--- src/rtl/ub_pack_pkg.sv ---
// rtl/ub_pack_pkg.sv - shared state type and default sizing for the UB write packer
package ub_pack_pkg;

    typedef enum logic [1:0] {
        S_IDLE,
        S_PACK,
        S_DRAIN,
        S_DONE
    } pack_state_t;

    localparam int DEF_LANES      = 4;
    localparam int DEF_ADDR_W     = 10;
    localparam int DEF_FIFO_DEPTH = 4;
    localparam int DEF_WORD_W     = 8 * DEF_LANES;

endpackage

--- src/rtl/ub_word_fifo.sv ---
// rtl/ub_word_fifo.sv - first-word-fall-through word FIFO with simultaneous push/pop
module ub_word_fifo #(
    parameter int WIDTH = 32,
    parameter int DEPTH = 4
) (
    input  logic             clk,
    input  logic             rst_n,
    input  logic             clear,
    input  logic             push,
    input  logic [WIDTH-1:0] push_data,
    input  logic             pop,
    output logic [WIDTH-1:0] head,
    output logic             full,
    output logic             empty,
    output logic             one_left
);

    localparam int PTR_W = (DEPTH > 1) ? $clog2(DEPTH) : 1;

    logic [WIDTH-1:0] mem [DEPTH];
    logic [PTR_W-1:0] wr_ptr;
    logic [PTR_W-1:0] rd_ptr;
    logic [PTR_W:0]   count;
    logic             do_push;
    logic             do_pop;

    // A full FIFO still accepts a push when the head leaves in the same cycle.
    assign do_pop   = pop && !empty;
    assign do_push  = push && (!full || do_pop);
    assign empty    = (count == '0);
    assign full     = (count == (PTR_W + 1)'(DEPTH));
    assign one_left = (count == (PTR_W + 1)'(1));
    assign head     = empty ? '0 : mem[rd_ptr];

    always_ff @(posedge clk) begin
        if (!rst_n || clear) begin
            wr_ptr <= '0;
            rd_ptr <= '0;
            count  <= '0;
        end else begin
            if (do_push) wr_ptr <= wr_ptr + PTR_W'(1);
            if (do_pop)  rd_ptr <= rd_ptr + PTR_W'(1);
            case ({do_push, do_pop})
                2'b10:   count <= count + (PTR_W + 1)'(1);
                2'b01:   count <= count - (PTR_W + 1)'(1);
                default: count <= count;
            endcase
        end
    end

    always_ff @(posedge clk) begin
        if (do_push) mem[wr_ptr] <= push_data;
    end

endmodule

--- src/rtl/ub_write_packer.sv ---
// rtl/ub_write_packer.sv - packs int8 results into UB words and writes them from a base address
module ub_write_packer
    import ub_pack_pkg::*;
#(
    parameter int LANES      = DEF_LANES,
    parameter int ADDR_W     = DEF_ADDR_W,
    parameter int FIFO_DEPTH = DEF_FIFO_DEPTH
) (
    input  logic                 clk,
    input  logic                 rst_n,
    input  logic                 start,
    input  logic [ADDR_W-1:0]    base_addr,
    input  logic [ADDR_W:0]      num_words,
    input  logic                 flush,
    input  logic                 valid_in,
    input  logic [7:0]           data_in,
    output logic                 ub_wr_en,
    output logic [ADDR_W-1:0]    ub_wr_addr,
    output logic [8*LANES-1:0]   ub_wr_data,
    input  logic                 ub_wr_ready,
    output logic                 busy,
    output logic                 done,
    output logic                 overflow,
    output logic                 err_extra
);

    localparam int WORD_W = 8 * LANES;
    localparam int LANE_W = (LANES > 1) ? $clog2(LANES) : 1;
    localparam logic [LANE_W-1:0] LAST_LANE = LANE_W'(LANES - 1);

    pack_state_t       state;
    pack_state_t       state_next;
    logic [LANE_W-1:0] lane_cnt;
    logic [WORD_W-1:0] word_buf;
    logic [WORD_W-1:0] word_next;
    logic [ADDR_W:0]   remaining;
    logic              start_ok;
    logic              byte_in;
    logic              word_done;
    logic              flush_part;
    logic              push_req;
    logic              pop_fire;
    logic              fifo_full;
    logic              fifo_empty;
    logic              fifo_one_left;

    assign start_ok  = start && (state == S_IDLE);
    assign byte_in   = valid_in && (state == S_PACK);
    assign word_done = byte_in && (lane_cnt == LAST_LANE);
    // The same-cycle byte is packed before the flush, so a flush never pushes twice.
    assign flush_part = (state == S_PACK) && flush && !word_done
                        && ((lane_cnt != '0) || byte_in);
    assign push_req  = word_done || flush_part;
    assign pop_fire  = ub_wr_en && ub_wr_ready;
    assign ub_wr_en  = !fifo_empty;
    assign busy      = (state != S_IDLE);
    assign done      = (state == S_DONE);

    always_comb begin
        word_next = word_buf;
        if (byte_in) word_next[lane_cnt*8 +: 8] = data_in;
    end

    always_comb begin
        state_next = state;
        case (state)
            S_IDLE:  if (start) state_next = (num_words == '0) ? S_DONE : S_PACK;
            S_PACK:  if ((word_done && remaining == (ADDR_W + 1)'(1)) || flush)
                         state_next = S_DRAIN;
            S_DRAIN: if (fifo_empty || (fifo_one_left && pop_fire))
                         state_next = S_DONE;
            S_DONE:  state_next = S_IDLE;
            default: state_next = S_IDLE;
        endcase
    end

    always_ff @(posedge clk) begin
        if (!rst_n) begin
            state      <= S_IDLE;
            lane_cnt   <= '0;
            word_buf   <= '0;
            remaining  <= '0;
            ub_wr_addr <= '0;
            overflow   <= 1'b0;
            err_extra  <= 1'b0;
        end else begin
            state <= state_next;
            if (start_ok) begin
                lane_cnt   <= '0;
                word_buf   <= '0;
                remaining  <= num_words;
                ub_wr_addr <= base_addr;
                overflow   <= 1'b0;
                err_extra  <= 1'b0;
            end else begin
                if (pop_fire) ub_wr_addr <= ub_wr_addr + ADDR_W'(1);
                if (push_req) begin
                    lane_cnt <= '0;
                    word_buf <= '0;
                end else if (byte_in) begin
                    lane_cnt <= lane_cnt + LANE_W'(1);
                    word_buf <= word_next;
                end
                if (word_done) remaining <= remaining - (ADDR_W + 1)'(1);
                if (push_req && fifo_full && !pop_fire) overflow <= 1'b1;
            end
            if (valid_in && state != S_PACK) err_extra <= 1'b1;
        end
    end

    ub_word_fifo #(
        .WIDTH (WORD_W),
        .DEPTH (FIFO_DEPTH)
    ) u_fifo (
        .clk       (clk),
        .rst_n     (rst_n),
        .clear     (start_ok),
        .push      (push_req),
        .push_data (word_next),
        .pop       (pop_fire),
        .head      (ub_wr_data),
        .full      (fifo_full),
        .empty     (fifo_empty),
        .one_left  (fifo_one_left)
    );

endmodule

--- config.mk ---
export PLATFORM = sky130hd
export DESIGN_NAME = ub_write_packer
export DESIGN_NICKNAME = d
export VERILOG_FILES = /design/src/rtl/ub_pack_pkg.sv /design/src/rtl/ub_word_fifo.sv /design/src/rtl/ub_write_packer.sv
export SDC_FILE = /design/constraint.sdc
export NUM_CORES = 1
export LEC_CHECK = 0
export BUFFER_PORTS_ARGS = -buffer_cell sky130_fd_sc_hd__buf_2
export CELL_PAD_IN_SITES_DETAIL_PLACEMENT = 1
export CELL_PAD_IN_SITES_GLOBAL_PLACEMENT = 2
export CORE_MARGIN = 4
export CORE_UTILIZATION = 42
export DETAILED_ROUTE_END_ITERATION = 8
export PLACE_DENSITY_LB_ADDON = 0.1
export SYNTH_ARGS = -nofsm -noshare
export SYNTH_HDL_FRONTEND = slang
export SYNTH_HIERARCHICAL = 1
export SYNTH_SLANG_ARGS = --single-unit
--- constraint.sdc ---
create_clock -name clk -period 4.2 [get_ports clk]
set_clock_uncertainty 0.15 [all_clocks]
set_input_delay 0.42 -clock clk [delete_from_list [all_inputs] [get_ports clk]]
set_output_delay 0.42 -clock clk [all_outputs]
set_load 0.01 [all_outputs]
==> Flow_metrics.wiki <==
{| class="wikitable"
! Metric !! Value
|-
| Number of instances on the worst hold path || 3
|-
| DRC viols || 0
|-
| Final setup violating endpoints || 0
|-
| Number of setup buffers added after CTS || 0
|-
| Width of the chip || 150 microns
|-
| Count of different cell masters after synthesis || 55
|-
| Main area contributors after synthesis || sky130_fd_sc_hd__edfxtp_1 (45%), sky130_fd_sc_hd__dfxtp_1 (16%), sky130_fd_sc_hd__mux4_2 (8.0%)
|-
| Final RePlAce weighted congestion || 0.722
|-
| Setup slack of the most critical reg-to-reg path || 1.00 ns
|-
| Clock insertion delay at the later pin of the skew report || 0.43 ns
|-
| Sort of element at the start of the critical path || flop
|-
| Mean number of vias per cell || 5.31
|-
| Starting DRT DRC Count || 226
|-
| Average cell area after synthesis || 14.7 sq um
|-
| Antenna diodes || 0
|-
| Number of antenna violations at the first check in global routing || 0
|-
| Setup repair after global routing missed its margin || false
|-
| Final period demand of the worst path || 3.20 ns
|-
| End of the worst register-to-register path || u_fifo/mem[3][24]
|-
| Critical path endpoint category || flop
|-
| Final layout net count || between 700 and 800
|-
| Per-cell routed wire length || 19.8 microns
|-
| Area inside the core boundary || 19,700 sq um
|-
| Die outline height || 150 microns
|-
| Top cell type by total area after synthesis || sky130_fd_sc_hd__edfxtp_1
|-
| Number of buffers inserted during clock tree synthesis || 17
|-
| Resized Gates After CTS || 0
|-
| Req. time, crit path || approximately 4.1 ns
|-
| LEAKAGE || 0.00343 uW
|-
| Sequential cell area fraction in the yosys report || about three fifths
|-
| Quantity of I/O buffers inserted on ports || slightly above 80
|-
| Slowest cell on crit path || sky130_fd_sc_hd__dfxtp_1
|-
| Root Buffer Master || sky130_fd_sc_hd__clkbuf_16
|-
| GR Overflow Total || 0
|-
| Die Footprint || 22,600 sq um
|-
| Cell area power density || 472 nW/um^2
|-
| Post-route ant nets || 0
|-
| Layout cell share with drive strength beyond 1 || 29.3%
|-
| Final WL || 18.6 mm
|-
| Clock tree from TritonCTS || built
|-
| Starting density of the core || 43.2%
|-
| Max_cap viols || 0
|-
| Most instantiated library cell after synthesis || sky130_fd_sc_hd__edfxtp_1
|-
| Bufs on Longest Clock Path || 2
|-
| H-tree levels || 4
|-
| Post-CTS Hold Buffers || 0
|-
| Placement-stage cell area || 9090 sq um
|-
| Maximum fanout along the worst path || 32
|-
| Remaining max-slew budget at the tightest pin || 58.1%
|-
| Fin Setup TNS || 0 ns
|-
| FMAX || between 300 and 400 MHz
|-
| Synth cell count leaders || sky130_fd_sc_hd__edfxtp_1 (128), sky130_fd_sc_hd__dfxtp_1 (68), sky130_fd_sc_hd__and2_1 (37)
|-
| Maximum cell stage delay along the critical path || 0.49 ns
|-
| Critical path start-end classification || reg -> reg
|-
| Final hold violations || 0
|-
| Status || finished clean
|-
| Number of detailed-routing iterations run before antenna repair || 4
|-
| Most used flip-flop cell after synthesis || sky130_fd_sc_hd__edfxtp_1
|-
| Number of placed I/O pins || 82
|-
| Overall routing resource usage || between 10% and 20%
|-
| Largest net degree at the start of global routing || 44
|-
| Series of cell instances along the critical path || inv_1 -> ha_1 -> nand2b_1 -> a21boi_2 -> o21a_1 -> and2_1 -> buf_4
|-
| Number of global-route vias before repair || 5,346
|-
| Number of flip-flops and latches in the synthesized netlist || 196
|-
| Number of enable flip-flop cells after synthesis || 128
|-
| Hold crit path type || in -> reg
|-
| Area growth from synthesis to layout || 14.0%
|-
| Synth Cell Area || 8490 sq um
|-
| Synthesized instance count || 576
|-
| Reg-to-Reg Start || lane_cnt[0]
|-
| Post-synthesis net count || around 630
|-
| Non-filler cells in the finished layout || 938
|-
| Number of cells on the worst reg-to-reg path || 7
|-
| Min-Delay Endpoint || remaining[1]
|-
| Number of max-slew violations in the final report || 0
|-
| Number of clock sinks || 196
|-
| Area share of the largest cell type after synthesis || 45.3%
|-
| Number of warnings printed during yosys synthesis || 6
|-
| Final cell area excluding filler cells || 9680 sq um
|-
| Total via count in the routed design || about 5k
|-
| Transition time at the pin with the least slew margin || 0.626 ns
|-
| Half-perimeter wire length after placement || 12.5 mm
|-
| DP Cell Count || 906
|-
| Count of standard-cell rows || 51
|-
| Worst-case vdd ir drop || 0.000305 V
|-
| Origin of the worst min-delay path || num_words[1]
|-
| Post-synthesis async set-or-reset flop share || 0%
|-
| Arrival time worst endpoint || 3.12 ns
|-
| Share of the clock period used by the worst path || between 70% and 80%
|-
| First-pass GRT wire length || 29.7 mm
|-
| Post-CTS clock slew at the launch and capture registers of the worst setup and hold paths || 0.07 ns
|}
-- worst max-delay path: cells and delay by family (launching register included) --
kind            cells  cell delay [ns]
flops               1             0.49
fa+ha+maj           1             0.39
compound gates      2             0.74
buf+inv             2             0.66
simple gates        2             0.38
-- cells in the final DEF (no fill, tap or decap), types with 12 or more instances in the layout --
master                        n
sky130_fd_sc_hd__edfxtp_1   128
sky130_fd_sc_hd__buf_2       81
sky130_fd_sc_hd__dfxtp_1     67
sky130_fd_sc_hd__and2_1      37
sky130_fd_sc_hd__a22o_1      32
sky130_fd_sc_hd__mux4_2      30
sky130_fd_sc_hd__nor2b_2     23
sky130_fd_sc_hd__inv_1       21
sky130_fd_sc_hd__nor2_1      21
sky130_fd_sc_hd__ha_1        21
sky130_fd_sc_hd__o21ai_0     20
sky130_fd_sc_hd__nand2_1     17
sky130_fd_sc_hd__clkbuf_16   17
sky130_fd_sc_hd__a21oi_1     16
sky130_fd_sc_hd__xor2_1      13
sky130_fd_sc_hd__buf_4       12
-- layer usage --
layer / GRT usage [%] / share of wire [%] / vias to the layer above
li1: - / - / 2320
met1: 20.7 / 42 / 2549
met2: 31.4 / 53 / 96
met3: 4.46 / 4.1 / 15
met4: 3.93 / 1.1 / 0
met5: 0 / 0 / -
-- sequential cells by signal, indices dropped and copies added (netlist names), named ones only --
signal / flops
err_extra: 1
lane_cnt: 2
overflow: 1
remaining: 11
state: 2
u_fifo/count: 3
u_fifo/mem: 128
u_fifo/rd_ptr: 2
u_fifo/wr_ptr: 2
ub_wr_addr: 10
word_buf: 32
-- worst max-delay path by stage --
stage	from	to	slack, ns	depth (start not counted)
floorplan	lane_cnt[0]	u_fifo/mem[0][0]	1.06	7
global placement	lane_cnt[0]	u_fifo/mem[1][1]	1.08	7
detailed placement	lane_cnt[0]	u_fifo/mem[1][1]	0.98	7
CTS	lane_cnt[0]	u_fifo/mem[1][25]	0.94	7
global route	lane_cnt[0]	u_fifo/mem[3][6]	0.76	7
finish	lane_cnt[0]	u_fifo/mem[3][24]	1.00	7
-- per-stage QoR --
stage / total power [uW] / worst slack (ns) / hold WS, ns / util, %
3_5_place_dp: 3000 / 0.981 / 0.329 / 46.3
6_report: 4570 / 1.00 / 0.0940 / 49.2
5_1_grt: 4780 / 0.755 / 0.100 / 49.2
4_1_cts: 4620 / 0.939 / 0.0823 / 49.2
3_3_place_gp: 2970 / 1.08 / 0.314 / 46.3
2_1_floorplan: 2790 / 1.06 / 0.318 / -
-- where the power goes --
group	switching, uW	total (uW)	internal (uW)
Sequential	81.0	2240	2160
Clock	773	1620	847
Combinational	435	707	272
Total	1290	4570	3280
-- final cells by class --
class | instances | area [sq um]
well taps | 265 | 332
repair buffers | 93 | 495
fillers | 1989 | 9970
inverters | 21 | 78.8
clock inverters | 15 | 163
flip-flops and latches | 196 | 5210
multi-input cells | 331 | 2980
clock buffers | 17 | 425
-- logic make-up after synthesis --
kind of cell / after synthesis / share of synthesized area, %
mux: 36 / 9.05
xor+xnor: 22 / 2.27
simple gates: 161 / 13.1
flops: 196 / 61.3
fa+ha+maj: 21 / 3.09
compound gates: 91 / 7.56
buf+inv: 49 / 3.65
Note: power is estimated with default switching activity, not from simulation.
